<file path="config.mk">
export PLATFORM = sky130hd
export DESIGN_NAME = prog_rom_loader_flat
export DESIGN_NICKNAME = d
export VERILOG_FILES = /design/src/rtl/prog_rom_loader_if.sv /design/src/rtl/prog_rom_loader.sv /design/src/flat_wrapper.sv
export SDC_FILE = /design/constraint.sdc
export NUM_CORES = 1
export LEC_CHECK = 0
export BUFFER_PORTS_ARGS = -buffer_cell sky130_fd_sc_hd__buf_2
export CORE_UTILIZATION = 53
export DETAILED_ROUTE_END_ITERATION = 12
export PLACE_DENSITY_LB_ADDON = 0.25
export SYNTH_ARGS = -nofsm -noshare
export SYNTH_HDL_FRONTEND = slang
export SYNTH_SLANG_ARGS = --single-unit
</file>
<file path="constraint.sdc">
create_clock -name clk_i -period 2.9 [get_ports clk_i]
set_input_delay 0.58 -clock clk_i [delete_from_list [all_inputs] [get_ports clk_i]]
set_output_delay 0.58 -clock clk_i [all_outputs]
set_load 0.005 [all_outputs]
</file>
<file path="src/rtl/prog_rom_loader_if.sv">
// Download-port bundle between the HPS ioctl source and the program-ROM writer.
// Latency: none (wires only).
// Backpressure: none; the ioctl stream is fire-and-forget, one byte per ioctl_wr.
//
// Signals:
//   ioctl_download/ioctl_index/ioctl_wr/ioctl_addr/ioctl_dout : HPS byte stream
//   dn_wr/dn_addr/dn_data                                     : ROM write port
// Modports:
//   master : the side that produces the ioctl stream and observes the ROM writes
//   slave  : the loader, which consumes ioctl and drives the ROM write port
interface prog_rom_loader_if;
    logic        ioctl_download;
    logic [7:0]  ioctl_index;
    logic        ioctl_wr;
    logic [24:0] ioctl_addr;
    logic [7:0]  ioctl_dout;

    logic        dn_wr;
    logic [15:0] dn_addr;
    logic [7:0]  dn_data;

    modport master (
        output ioctl_download,
        output ioctl_index,
        output ioctl_wr,
        output ioctl_addr,
        output ioctl_dout,
        input  dn_wr,
        input  dn_addr,
        input  dn_data
    );

    modport slave (
        input  ioctl_download,
        input  ioctl_index,
        input  ioctl_wr,
        input  ioctl_addr,
        input  ioctl_dout,
        output dn_wr,
        output dn_addr,
        output dn_data
    );
endinterface

</file>
<file path="src/rtl/prog_rom_loader.sv">
// Program-ROM loader: turns the HPS ioctl byte stream into ROM writes and gates CPU reset.
// Latency: each accepted byte appears on dn_wr/dn_addr/dn_data exactly 1 clk after ioctl_wr.
// Backpressure: none; every in-range byte of the active image is written, others are dropped.
//
// Ports:
//   clk_i            download clock (also the ROM b_clk)
//   resetn_i         synchronous active-low reset
//   io               prog_rom_loader_if.slave: ioctl stream in, dn_* ROM write port out
//   cpu_reset_hold_o 1 = keep the CPU in reset (everywhere except RUN)
//   rom_loaded_o     1 = the last load had the expected byte count and no dropped bytes
//   addr_overflow_o  sticky: a byte at ioctl_addr >= 25'h10000 was dropped this load
//   checksum_o, checksum_ok_o   only when ROM_CHECKSUM_EN is defined
//
// Optional feature macro: ROM_CHECKSUM_EN adds an 8-bit wrap-around sum of the written
// bytes, compares it with EXPECTED_SUM and makes that match part of the load check.
module prog_rom_loader #(
    parameter logic [7:0]  ROM_INDEX    = 8'd0,
    parameter logic [16:0] LOAD_SIZE    = 17'h10000,
    parameter logic [15:0] HOLD_CYCLES  = 16'd1024
`ifdef ROM_CHECKSUM_EN
    ,
    parameter logic [7:0]  EXPECTED_SUM = 8'h00
`endif
) (
    input  logic                   clk_i,
    input  logic                   resetn_i,
    prog_rom_loader_if.slave       io,
    output logic                   cpu_reset_hold_o,
    output logic                   rom_loaded_o,
    output logic                   addr_overflow_o
`ifdef ROM_CHECKSUM_EN
    ,
    output logic [7:0]             checksum_o,
    output logic                   checksum_ok_o
`endif
);

    typedef enum logic [2:0] {
        S_IDLE  = 3'd0,
        S_LOAD  = 3'd1,
        S_CHECK = 3'd2,
        S_HOLD  = 3'd3,
        S_RUN   = 3'd4,
        S_FAIL  = 3'd5
    } state_t;

    localparam logic [15:0] HOLD_LAST = HOLD_CYCLES - 16'd1;
    localparam logic [16:0] CNT_MAX   = 17'h1FFFF;

    state_t      state_q, state_d;
    logic        dn_wr_q, dn_wr_d;
    logic [15:0] dn_addr_q, dn_addr_d;
    logic [7:0]  dn_data_q, dn_data_d;
    logic [16:0] byte_cnt_q, byte_cnt_d;
    logic [15:0] hold_cnt_q, hold_cnt_d;
    logic        rom_loaded_q, rom_loaded_d;
    logic        ovf_q, ovf_d;

    logic        our_index;
    logic        active;
    logic        in_range;
    logic        load_ok;

`ifdef ROM_CHECKSUM_EN
    logic [7:0]  sum_q, sum_d;
    logic        sum_ok;
    assign sum_ok = (sum_q == EXPECTED_SUM);
`endif

    // A byte is in range only when all address bits above the 64 KiB ROM space are zero.
    assign our_index = (io.ioctl_index == ROM_INDEX);
    assign active    = io.ioctl_download && our_index;
    assign in_range  = (io.ioctl_addr[24:16] == 9'd0);

`ifdef ROM_CHECKSUM_EN
    assign load_ok = (byte_cnt_q == LOAD_SIZE) && !ovf_q && sum_ok;
`else
    assign load_ok = (byte_cnt_q == LOAD_SIZE) && !ovf_q;
`endif

    always_comb begin
        state_d      = state_q;
        dn_wr_d      = 1'b0;
        dn_addr_d    = dn_addr_q;
        dn_data_d    = dn_data_q;
        byte_cnt_d   = byte_cnt_q;
        hold_cnt_d   = hold_cnt_q;
        rom_loaded_d = rom_loaded_q;
        ovf_d        = ovf_q;
`ifdef ROM_CHECKSUM_EN
        sum_d        = sum_q;
`endif

        case (state_q)
            S_IDLE, S_HOLD, S_RUN, S_FAIL: begin
                if (active) begin
                    // A new image restarts everything; status from the previous load is void.
                    state_d      = S_LOAD;
                    byte_cnt_d   = 17'd0;
                    hold_cnt_d   = 16'd0;
                    rom_loaded_d = 1'b0;
                    ovf_d        = 1'b0;
`ifdef ROM_CHECKSUM_EN
                    sum_d        = 8'h00;
`endif
                end else if (state_q == S_HOLD) begin
                    if (hold_cnt_q == HOLD_LAST) begin
                        state_d = S_RUN;
                    end else begin
                        hold_cnt_d = hold_cnt_q + 16'd1;
                    end
                end
            end

            S_LOAD: begin
                // The index qualifier keeps a byte of a different image out of the ROM on the
                // cycle the index switches; a byte on the cycle download falls is still ours.
                if (io.ioctl_wr && our_index) begin
                    if (in_range) begin
                        dn_wr_d   = 1'b1;
                        dn_addr_d = io.ioctl_addr[15:0];
                        dn_data_d = io.ioctl_dout;
                        if (byte_cnt_q != CNT_MAX) begin
                            byte_cnt_d = byte_cnt_q + 17'd1;
                        end
`ifdef ROM_CHECKSUM_EN
                        sum_d = sum_q + io.ioctl_dout;
`endif
                    end else begin
                        ovf_d = 1'b1;
                    end
                end
                if (!active) begin
                    state_d = S_CHECK;
                end
            end

            S_CHECK: begin
                if (load_ok) begin
                    rom_loaded_d = 1'b1;
                    hold_cnt_d   = 16'd0;
                    state_d      = (HOLD_CYCLES == 16'd0) ? S_RUN : S_HOLD;
                end else begin
                    state_d = S_FAIL;
                end
            end

            default: begin
                state_d = S_IDLE;
            end
        endcase
    end

    always_ff @(posedge clk_i) begin
        if (!resetn_i) begin
            state_q      <= S_IDLE;
            dn_wr_q      <= 1'b0;
            dn_addr_q    <= 16'd0;
            dn_data_q    <= 8'd0;
            byte_cnt_q   <= 17'd0;
            hold_cnt_q   <= 16'd0;
            rom_loaded_q <= 1'b0;
            ovf_q        <= 1'b0;
`ifdef ROM_CHECKSUM_EN
            sum_q        <= 8'h00;
`endif
        end else begin
            state_q      <= state_d;
            dn_wr_q      <= dn_wr_d;
            dn_addr_q    <= dn_addr_d;
            dn_data_q    <= dn_data_d;
            byte_cnt_q   <= byte_cnt_d;
            hold_cnt_q   <= hold_cnt_d;
            rom_loaded_q <= rom_loaded_d;
            ovf_q        <= ovf_d;
`ifdef ROM_CHECKSUM_EN
            sum_q        <= sum_d;
`endif
        end
    end

    assign io.dn_wr   = dn_wr_q;
    assign io.dn_addr = dn_addr_q;
    assign io.dn_data = dn_data_q;

    // The CPU may only run once the post-load hold has expired.
    assign cpu_reset_hold_o = (state_q != S_RUN);
    assign rom_loaded_o     = rom_loaded_q;
    assign addr_overflow_o  = ovf_q;

`ifdef ROM_CHECKSUM_EN
    assign checksum_o    = sum_q;
    assign checksum_ok_o = sum_ok;
`endif

endmodule

</file>
<file path="src/flat_wrapper.sv">
// flat-port wrapper written by rule: the top's interface ports become plain ports
module prog_rom_loader_flat 
#(
    parameter logic [7:0]  ROM_INDEX    = 8'd0,
    parameter logic [16:0] LOAD_SIZE    = 17'h10000,
    parameter logic [15:0] HOLD_CYCLES  = 16'd1024

)
  (clk_i, resetn_i, cpu_reset_hold_o, rom_loaded_o, addr_overflow_o, io_ioctl_download, io_ioctl_index, io_ioctl_wr, io_ioctl_addr, io_ioctl_dout, io_dn_wr, io_dn_addr, io_dn_data);
  prog_rom_loader_if io_i ();
  input  logic clk_i;
  input  logic resetn_i;
  output logic cpu_reset_hold_o;
  output logic rom_loaded_o;
  output logic addr_overflow_o;
  input wire logic [$bits(io_i.ioctl_download)-1:0] io_ioctl_download;
  input wire logic [$bits(io_i.ioctl_index)-1:0] io_ioctl_index;
  input wire logic [$bits(io_i.ioctl_wr)-1:0] io_ioctl_wr;
  input wire logic [$bits(io_i.ioctl_addr)-1:0] io_ioctl_addr;
  input wire logic [$bits(io_i.ioctl_dout)-1:0] io_ioctl_dout;
  output wire logic [$bits(io_i.dn_wr)-1:0] io_dn_wr;
  output wire logic [$bits(io_i.dn_addr)-1:0] io_dn_addr;
  output wire logic [$bits(io_i.dn_data)-1:0] io_dn_data;
  assign io_i.ioctl_download = io_ioctl_download;
  assign io_i.ioctl_index = io_ioctl_index;
  assign io_i.ioctl_wr = io_ioctl_wr;
  assign io_i.ioctl_addr = io_ioctl_addr;
  assign io_i.ioctl_dout = io_ioctl_dout;
  assign io_dn_wr = io_i.dn_wr;
  assign io_dn_addr = io_i.dn_addr;
  assign io_dn_data = io_i.dn_data;
  prog_rom_loader #(.ROM_INDEX(ROM_INDEX), .LOAD_SIZE(LOAD_SIZE), .HOLD_CYCLES(HOLD_CYCLES)) u_core (.clk_i(clk_i), .resetn_i(resetn_i), .io(io_i), .cpu_reset_hold_o(cpu_reset_hold_o), .rom_loaded_o(rom_loaded_o), .addr_overflow_o(addr_overflow_o));
endmodule
</file>
==> metrics.cfg, run 1 <==
[yosys]
yosysTopAreaCell = dfxtp_1
synth_top_flop_cell = dfxtp_1
synth_top_area_frac = 0.4116
yosys-top-cells-area = dfxtp_1 41%, nand2_1 11%, a21oi_1 7.7%, nor2_1 3.6%, a31oi_1 3.5%
yosys-mux-area-fraction = 0.006942
syn_area_um2 = 3064
synth_edf_count = 0
synthXorXnorAreaFrac = 0
syn_nets = 449
yosysUniqueCellTypes = 50
synth_warnings = 0
avgSynthCellArea_um2 = 7.660
synthTopCellsByCount = 86 x nand2_1, 63 x dfxtp_1, 47 x a21oi_1
synth_compound_area_frac = 0.1968
synth_most_common_cell = nand2_1
async_flop_share = 0
ys_ff_latch = 63
synthAdderAreaFrac = 0.01633
synth_top_family_by_area = simple AND/OR/NAND/NOR gates
netlist_instances = 400
synth-seq-area-share = 0.4116
yosys.area_share.simple = 0.3287

[sta]
hold_viol_final = 0
setup_violations = 0
maxSlewViolCount = 0
tightest_slew_ns = 0.8430
fin_crit_ns = 2.654
fin_worst_skew_ns = 0.009989
max_slew_margin = 0.4380
min_period_over_period = 0.9151
fin_tns_setup_ns = 0
clock.fmax_ghz = 0.3768
rsz0062_at_grt = false

[setup_path]
crit_end = u_core.byte_cnt_q[9]
crit_start = u_core.byte_cnt_q[1]
timing.rr.end = u_core.byte_cnt_q[9]
crit_chain = ha_1, nand3_1, nor3_1, and3_1, and3_1, ha_1, o21ai_1, nand4_1, or4b_1, a21oi_1
start_kind = register
cp_top_family = simple AND/OR/NAND/NOR gates
slowest_stage = or4b_1
rr_startpoint = u_core.byte_cnt_q[1]
r2r_slack_ns = 0.25
critPathBufInv = 0
critPathMaxStageDelay_ns = 0.56
critPathArrivalTime_ns = 2.92
crit_fanout = 8
path_class = reg2reg
endpoint_kind = register
worst_ep_required_time_ns = 3.17
reg2regPathDepth = 10
path_depth = 10

[clocking]
cts_tree = yes
numCtsBuffers = 9
cts_resized = 0
clock_latency_ns = 0.34
ctsHoldBuffers = 0
htree_levels = 3
clk_path_buf_depth = 2
root_buffer = clkbuf_8
clk_transition_reported_paths_ns = 0.07
cts_sinks = 63

[drt]
via_per_inst = 5.746
firstDrtPassIters = 4
num_vias = 3143
drtIter0Drc = 196
remaining_drc_errors = 0
routed_wl_um = 7663
detail-route-antenna-nets = 0
wl_per_cell_um = 14.01

[global_route]
grt_pass1_wl_um = 13280
antenna_found_initial = 0
overflow = 0
grt_max_degree = 45
grt_use_total = 0.2735
grt_pass1_vias = 3024

[layout]
antenna_cells = 0
finalNetCount = 519
drive_gt1_frac = 0.2232
layout.cells.non_filler = 547
area_growth_pct = 19.84

[place]
hpwl_um = 5276
portBuffers = 72
placed_cells = 530
gp_congestion = 0.8666

[floorplanning]
fp.coreArea_um2 = 5540
fp.dieArea_um2 = 6089
num_rows = 27
io_pins = 73
die_h_um = 78.04
die_w_um = 78.04
start_util = 0.5531

[worst_hold_path]
worstHoldStart = u_core.io.dn_data[6]
worstHoldPathType = reg2reg

[run_status]
status = finished, final reports clean

[power]
ir_drop_uv = 341.0
p_per_area_nw_per_um2 = 478.0
p_leak_uw = 0.001387

[flow_run]
cap_violations = 0

per-layer routing:
| metal | GRT usage | vias up | wire length (um) |
|---|---|---|---|
| met2 | 0.4487 | 101 | 3655 |
| met5 | 0 | - | 0 |
| met1 | 0.3394 | 1445 | 3413 |
| met3 | 0.05349 | 15 | 439 |
| li1 | - | 1582 | - |
| met4 | 0.1463 | 0 | 154 |
worst min-delay path, stage by stage (launching register included):
cell,delay [ns]
dfxtp_1,0.31
nand2_1,0.05
a21oi_1,0.05
power breakdown:
group          leakage [uW]  total (uW)  switching [uW]  internal (uW)
Combinational      0.000776        78.3            41.2           37.1
Clock              0.000103         789             365            425
Sequential         0.000508         888            13.4            874
Total               0.00139        1760             420           1340
worst min path at each step:
stage                                       end  slack, ns  depth (start not counted)
after floorplan           u_core.byte_cnt_q[15]       0.44                          1
after global placement    u_core.io.dn_addr[11]       0.44                          2
after detailed placement   u_core.io.dn_data[6]       0.44                          2
after CTS                  u_core.io.dn_data[6]       0.45                          2
after global routing       u_core.io.dn_data[0]       0.47                          3
final                      u_core.io.dn_data[6]       0.45                          2
cell families (layout without fill, tap and decap cells):
| logic type | count (synthesis) | count (layout) |
|---|---|---|
| flops | 63 | 63 |
| compound gates | 104 | 104 |
| buf+inv | 26 | 101 |
| mux | 2 | 2 |
| fa+ha+maj | 4 | 4 |
| simple gates | 201 | 201 |
area by class of cell:
class	count	area [um^2]
fill	481	1868
sequential	63	1261
clock buffer	10	137.6
multi-input combinational	311	1687
inverter	8	30.03
timing repair buffer	77	397.9
tap	72	90.09
clock inverter	6	68.82
sequential cells by signal (all words and copies together), names as in the netlist:
name	flops
u_core.byte_cnt_q	17
u_core.state_q	3
u_core.rom_loaded_o	1
u_core.io.dn_addr	16
u_core.io.dn_wr	1
u_core.addr_overflow_o	1
u_core.hold_cnt_q	16
u_core.io.dn_data	8
timing repair:
item / CTS / global route
endpoints found under the hold margin: 0 / 0
setup endpoints to repair: 0 / 1
setup buffers: 0 / 1
per-stage QoR:
step                      area, um^2  hold slack, ns  setup slack [ns]  utilization  total power [uW]
after detailed placement        3458          0.4441            0.2632       0.6242             985.2
after global routing            3672          0.4660           0.05011       0.6628              1815
after global placement          3458          0.4394            0.3534       0.6242             982.2
after CTS                       3665          0.4536            0.2517       0.6615              1764
after floorplan                 3064          0.4413            0.5137            -             939.5
final                           3672          0.4535            0.2462       0.6628              1755
cells in the final DEF, fill, tap and decap left out, types with 5 or more instances in the layout:
master / Yosys / routed
o21ai_1: 7 / 7
buf_4: 1 / 5
nor3_1: 15 / 14
inv_1: 7 / 7
or3_1: 6 / 6
nand4_1: 9 / 9
nor4_1: 6 / 6
a21oi_1: 47 / 47
buf_2: 4 / 72
a31oi_1: 17 / 17
nand3_1: 18 / 18
o21ai_0: 15 / 15
nand2_1: 86 / 86
clkbuf_8: 0 / 10
nor2_1: 29 / 29
dfxtp_1: 63 / 63
No activity file was read; power rests on OpenSTA's default activity.
==> run 2, diff against run 1 <==
- CORE_UTILIZATION: 53 -> 41
==> run 2 against run 1 <==
Effect of this change:
- sequential power barely moved
- largest cell class unchanged
- worst setup slack improved by 0.055 ns
- fmax rose by 2.1%
- critical path type unchanged
- die area rose by 28%
- via count fell by 1.7%
- utilization fell by 15 points
- clock power rose by 7.0%
- cell count rose by 5.3%
- routed wire length rose by 2.1%
- first-iteration DRC count fell by 14%
- combinational power rose by 0.8%
==> metrics.cfg, run 2 (synthesized netlist as in run 1, its figures left out) <==
[run_status]
status = finished, final reports clean

[setup_path]
worst_ep_required_time_ns = 3.17  ; about the same
slowest_stage = or4_1
critPathMaxStageDelay_ns = 0.54  ; -0.02 ns
reg2regPathDepth = 10  ; unchanged
crit_chain = ha_1, nand3_1, nor3_1, and3_1, and3_1, ha_1, o21ai_1, nand4_1, or4_1, a21oi_1
crit_fanout = 6  ; -2
timing.rr.end = u_core.byte_cnt_q[6]
rr_startpoint = u_core.byte_cnt_q[0]
critPathBufInv = 0  ; unchanged
critPathArrivalTime_ns = 2.86  ; -0.06 ns
crit_end = u_core.byte_cnt_q[6]
r2r_slack_ns = 0.30  ; +0.05 ns
endpoint_kind = register
cp_top_family = simple AND/OR/NAND/NOR gates
path_class = reg2reg
path_depth = 10  ; unchanged
start_kind = register
crit_start = u_core.byte_cnt_q[0]

[power]
p_per_area_nw_per_um2 = 484.7  ; +1.4%
p_leak_uw = 0.001395  ; +0.53%
seq_power_share = 0.490  ; -0.016
switchingPower_uw = 414.0  ; -1.3%
switching_share = 0.2287  ; -0.01030
ir_drop_uv = 355.6  ; +4.3%
combPwrFrac = 0.044  ; about the same
p_int_uw = 1396  ; +4.5%
clkPwrFrac = 0.466  ; +0.016

[flow_run]
cap_violations = 0  ; unchanged

[clocking]
clock_latency_ns = 0.34  ; about the same
htree_levels = 3  ; unchanged
ctsHoldBuffers = 0  ; unchanged
cts_resized = 0  ; unchanged
cts_tree = yes
cts_sinks = 63  ; unchanged
root_buffer = clkbuf_8
clk_path_buf_depth = 2  ; unchanged
post-cts-setup-buffers = 0  ; unchanged
numCtsBuffers = 9  ; unchanged
clk_transition_reported_paths_ns = 0.07  ; about the same

[sta]
rsz0062_at_grt = false
tightest_slew_ns = 0.8501  ; +0.007091 ns
clock.fmax_ghz = 0.3847  ; +2.1%
fin_tns_setup_ns = 0  ; unchanged
fin_ws_ns = 0.3008  ; +0.05469 ns
hold_viol_final = 0  ; unchanged
min_period_over_period = 0.8963  ; -0.01886
fin_worst_skew_ns = 0.008339  ; -0.001650 ns
fin_crit_ns = 2.599  ; -0.05469 ns
max_slew_margin = 0.4333  ; -0.004727
setup_violations = 0  ; unchanged
timing.hold.ws_ns = 0.4506  ; -0.002826 ns
maxSlewViolCount = 0  ; unchanged

[floorplanning]
fp.dieArea_um2 = 7823  ; +28%
die_h_um = 88.45  ; +13%
num_rows = 31  ; +15%
die_w_um = 88.45  ; +13%
io_pins = 73  ; unchanged
fp.coreArea_um2 = 7253  ; +31%
start_util = 0.4225  ; -0.1306

[drt]
drtIter0Drc = 169  ; -14%
routed_wl_um = 7825  ; +2.1%
num_vias = 3091  ; -1.7%
via_per_inst = 5.366  ; -6.6%
firstDrtPassIters = 4  ; unchanged
wl_per_cell_um = 13.59  ; -3.0%
detail-route-antenna-nets = 0  ; unchanged
remaining_drc_errors = 0  ; unchanged

[place]
pre_cts_ws_ns = 0.3163  ; +0.05309 ns
placed_cells = 560  ; +5.7%
gp_congestion = 0.8185  ; -5.6%
portBuffers = 72  ; unchanged
hpwl_um = 5413  ; +2.6%

[global_route]
grt_max_degree = 45  ; unchanged
antenna_found_initial = 0  ; unchanged
grt_pass1_vias = 2821  ; -6.7%
grt_use_total = 0.2094  ; -0.06408
grt_pass1_wl_um = 12610  ; -5.0%
overflow = 0  ; unchanged

[layout]
drive_gt1_frac = 0.2264  ; +0.003257
regMostFlops = u_core.byte_cnt_q
final_common_cell = nand2_1
finalNetCount = 521  ; +0.39%
largest_register_ffs = 17  ; unchanged
mostFrequentLayoutCells = 86 x nand2_1, 72 x buf_2, 63 x dfxtp_1
post-route-util = 0.5149  ; -0.1479
layout.cells.non_filler = 576  ; +5.3%
area_growth_pct = 21.89
antenna_cells = 0  ; unchanged

[worst_hold_path]
worstHoldPathType = reg2reg
whs_path_depth = 2  ; unchanged

run 2: changes by cell type in the layout (fill, tap and decap cells not counted), sizes merged:
cell and change:
clkbuf -1, bufinv +1, clkinvlp +2, clkinv -2, buf +2
run 2: how the worst min path moves through the flow:
stage,slack (ns),start,end
after floorplan,0.44,u_core.byte_cnt_q[15],u_core.byte_cnt_q[15]
after global placement,0.44,u_core.io.dn_addr[14],u_core.io.dn_addr[14]
after detailed placement,0.44,u_core.io.dn_addr[1],u_core.io.dn_addr[1]
after CTS,0.45,u_core.io.dn_addr[1],u_core.io.dn_addr[1]
after global routing,0.46,io_ioctl_addr[5],u_core.io.dn_addr[5]
final,0.45,u_core.io.dn_addr[1],u_core.io.dn_addr[1]
run 2: final cells by class:
cell class                 instances  area, um^2
fill                             726        3518
multi-input combinational        311        1687
sequential                        63        1261
timing repair buffer              79       412.9
clock buffer                       9       123.9
tap                               99       123.9
clock inverter                     7       96.34
inverter                           8       30.03
run 2: stage by stage:
step	total power [uW]	area (um^2)
3_3_place_gp	984.6	3515
2_1_floorplan	939.5	3064
3_5_place_dp	985.9	3515
6_report	1810	3735
4_1_cts	1830	3735
5_1_grt	1876	3735
run 2: worst min-delay path: stages (launching register included):
cell and delay, ns:
dfxtp_1 0.31, nand2_1 0.05, a21oi_1 0.05
run 2: layer usage:
metal | track usage | vias up | share of wire
met4 | 0.08358 | 0 | 0.015
li1 | - | 1580 | -
met2 | 0.3399 | 70 | 0.48
met1 | 0.2484 | 1430 | 0.45
met5 | 0 | - | 0
met3 | 0.08209 | 11 | 0.058
run 2: power groups by stage:
stage,combinational [uW],sequential (uW),clock (uW)
6_report,78.9,887,844
5_1_grt,87.8,889,900
4_1_cts,79.5,887,864
3_5_place_dp,79.1,907,0
3_3_place_gp,77.8,907,0
2_1_floorplan,36.0,903,0
==> run 3, diff against run 2 <==
- CORE_ASPECT_RATIO: default -> 1.1
- CORE_UTILIZATION: 41 -> 53
==> run 3 against run 2 <==
Effect of this change:
- total power rose by 3.4%
- register-to-register slack got worse by 0.06 ns
- largest cell class unchanged
- non-clock buffer count shrank 2
- sequential power barely moved
==> metrics.cfg, run 3 (synthesized netlist as in run 1, its figures left out) <==
[sta]
setup_violations = 0  ; unchanged
hold_viol_final = 0  ; unchanged
fin_worst_skew_ns = 0.01143  ; +0.003088 ns
clock.fmax_ghz = 0.3763  ; -2.2%
min_period_over_period = 0.9164  ; +0.02018
fin_ws_ns = 0.2423  ; -0.05851 ns
fin_tns_setup_ns = 0  ; unchanged
fin_crit_ns = 2.658  ; +0.05851 ns
timing.hold.ws_ns = 0.4530  ; +0.002329 ns
tightest_slew_ns = 0.8398  ; -0.01034 ns
maxSlewViolCount = 0  ; unchanged
rsz0062_at_grt = false
max_slew_margin = 0.4401  ; +0.006893

[drt]
drtIter0Drc = 212  ; +25%
detail-route-antenna-nets = 0  ; unchanged
wl_per_cell_um = 13.23  ; -2.6%
num_vias = 3086  ; -0.16%
firstDrtPassIters = 4  ; unchanged
routed_wl_um = 7274  ; -7.0%
via_per_inst = 5.611  ; +4.6%
remaining_drc_errors = 0  ; unchanged

[global_route]
antenna_found_initial = 0  ; unchanged
grt_pass1_wl_um = 11720  ; -7.1%
grt_pass1_vias = 2616  ; -7.3%
grt_max_degree = 45  ; unchanged
grt_use_total = 0.2482  ; +0.03875
overflow = 0  ; unchanged

[clocking]
cts_tree = yes
clock_latency_ns = 0.34  ; about the same
cts_sinks = 63  ; unchanged
numCtsBuffers = 9  ; unchanged
post-cts-setup-buffers = 0  ; unchanged
root_buffer = clkbuf_8
cts_resized = 0  ; unchanged
htree_levels = 3  ; unchanged
clk_transition_reported_paths_ns = 0.07  ; about the same
clk_path_buf_depth = 2  ; unchanged
ctsHoldBuffers = 0  ; unchanged

[layout]
regMostFlops = u_core.byte_cnt_q
drive_gt1_frac = 0.2211  ; -0.005362
largest_register_ffs = 17  ; unchanged
nFillCells = 500  ; -31%
area_growth_pct = 20.95
final_common_cell = nand2_1
multi_input_area_um2 = 1687  ; unchanged
post-route-util = 0.6781  ; +0.1632
finalNetCount = 519  ; -0.38%
mostFrequentLayoutCells = 86 x nand2_1, 72 x buf_2, 63 x dfxtp_1
regArea_um2 = 1261  ; unchanged
antenna_cells = 0  ; unchanged

[place]
pre_cts_ws_ns = 0.2545  ; -0.06179 ns
gp_congestion = 0.9090  ; +11%
hpwl_um = 5087  ; -6.0%
portBuffers = 72  ; unchanged

[floorplanning]
fp.coreArea_um2 = 5465  ; -25%
num_rows = 28  ; -9.7%
fp.dieArea_um2 = 6090  ; -22%
die_w_um = 74.50  ; -16%
die_h_um = 81.75  ; -7.6%
start_util = 0.5607  ; +0.1382
io_pins = 73  ; unchanged

[setup_path]
start_kind = register
critPathMaxStageDelay_ns = 0.55  ; about the same
path_class = reg2reg
endpoint_kind = register
critPathArrivalTime_ns = 2.92  ; +0.06 ns
worst_ep_required_time_ns = 3.17  ; about the same
critPathBufInv = 0  ; unchanged
crit_chain = ha_1, nand3_1, nor3_1, and3_1, and3_1, ha_1, o21ai_1, nand4_1, or4b_1, a21oi_1
timing.rr.end = u_core.byte_cnt_q[9]
cp_top_family = simple AND/OR/NAND/NOR gates
rr_startpoint = u_core.byte_cnt_q[0]
crit_fanout = 9  ; +3
slowest_stage = or4b_1
reg2regPathDepth = 10  ; unchanged
r2r_slack_ns = 0.24  ; -0.06 ns

[power]
ir_drop_uv = 315.2  ; -11%
p_per_area_nw_per_um2 = 505.1  ; +4.2%
p_total_uw = 1872  ; +3.4%
p_leak_uw = 0.001405  ; +0.72%

[worst_hold_path]
worstHoldStart = u_core.io.dn_addr[9]
hold_end = u_core.io.dn_addr[9]
worstHoldPathType = reg2reg
whs_path_depth = 2  ; unchanged

[run_status]
status = finished, final reports clean

[flow_run]
cap_violations = 0  ; unchanged

[run 3: cell count changes in the layout (fill, tap and decap cells not counted), sizes merged]
cell,before,now
bufinv,2,3
clkinvlp,3,0
inv,9,8
clkbuf,9,10
clkinv,1,3
buf,79,77
[run 3: final cells by class]
cell class | count | area share
clock buffers | 10 | 0.03444
flip-flops and latches | 63 | 0.3403
inverters | 8 | 0.008103
repair buffers | 77 | 0.1074
multi-input cells | 311 | 0.4551
well taps | 75 | 0.02532
clock inverters | 6 | 0.02937
[run 3: routing by layer]
metal  track usage  wire length, um  vias up
li1              -                -     1581
met1        0.3056             3204     1442
met2        0.4162             3739       52
met3       0.06503              248       11
met4       0.08679               82        0
met5             0                0        -
[run 3: how the worst max path moves through the flow]
stage,endpoint,from,cells past startpoint
after global routing,u_core.byte_cnt_q[6],u_core.byte_cnt_q[0],10
final,u_core.byte_cnt_q[9],u_core.byte_cnt_q[0],10
after detailed placement,u_core.byte_cnt_q[9],u_core.byte_cnt_q[1],10
after global placement,u_core.byte_cnt_q[6],u_core.byte_cnt_q[1],10
after CTS,u_core.byte_cnt_q[9],u_core.byte_cnt_q[0],10
after floorplan,u_core.byte_cnt_q[6],u_core.byte_cnt_q[0],10
[run 3: metrics by stage]
stage          cell area [um^2]  cells
5_1_grt                    3706    550
3_5_place_dp               3470    534
4_1_cts                    3706    550
2_1_floorplan              3064    400
3_3_place_gp               3470    534
6_report                   3706    550
[run 3: power by group]
part | internal [uW] | switching [uW] | leakage, uW
combinational | 37.1 | 40.3 | 0.000776
clock | 570 | 337 | 0.000120
sequential | 875 | 13.0 | 0.000508
total | 1480 | 391 | 0.00140
[run 3: worst register-to-register path: cells and delay by family (launching register included)]
family,cells,cell delay [ns]
AO/OA/AOI/OAI,2,0.33
AND/OR/NAND/NOR,6,1.49
adder cells (fa/ha/maj),2,0.43
flip-flops,1,0.35
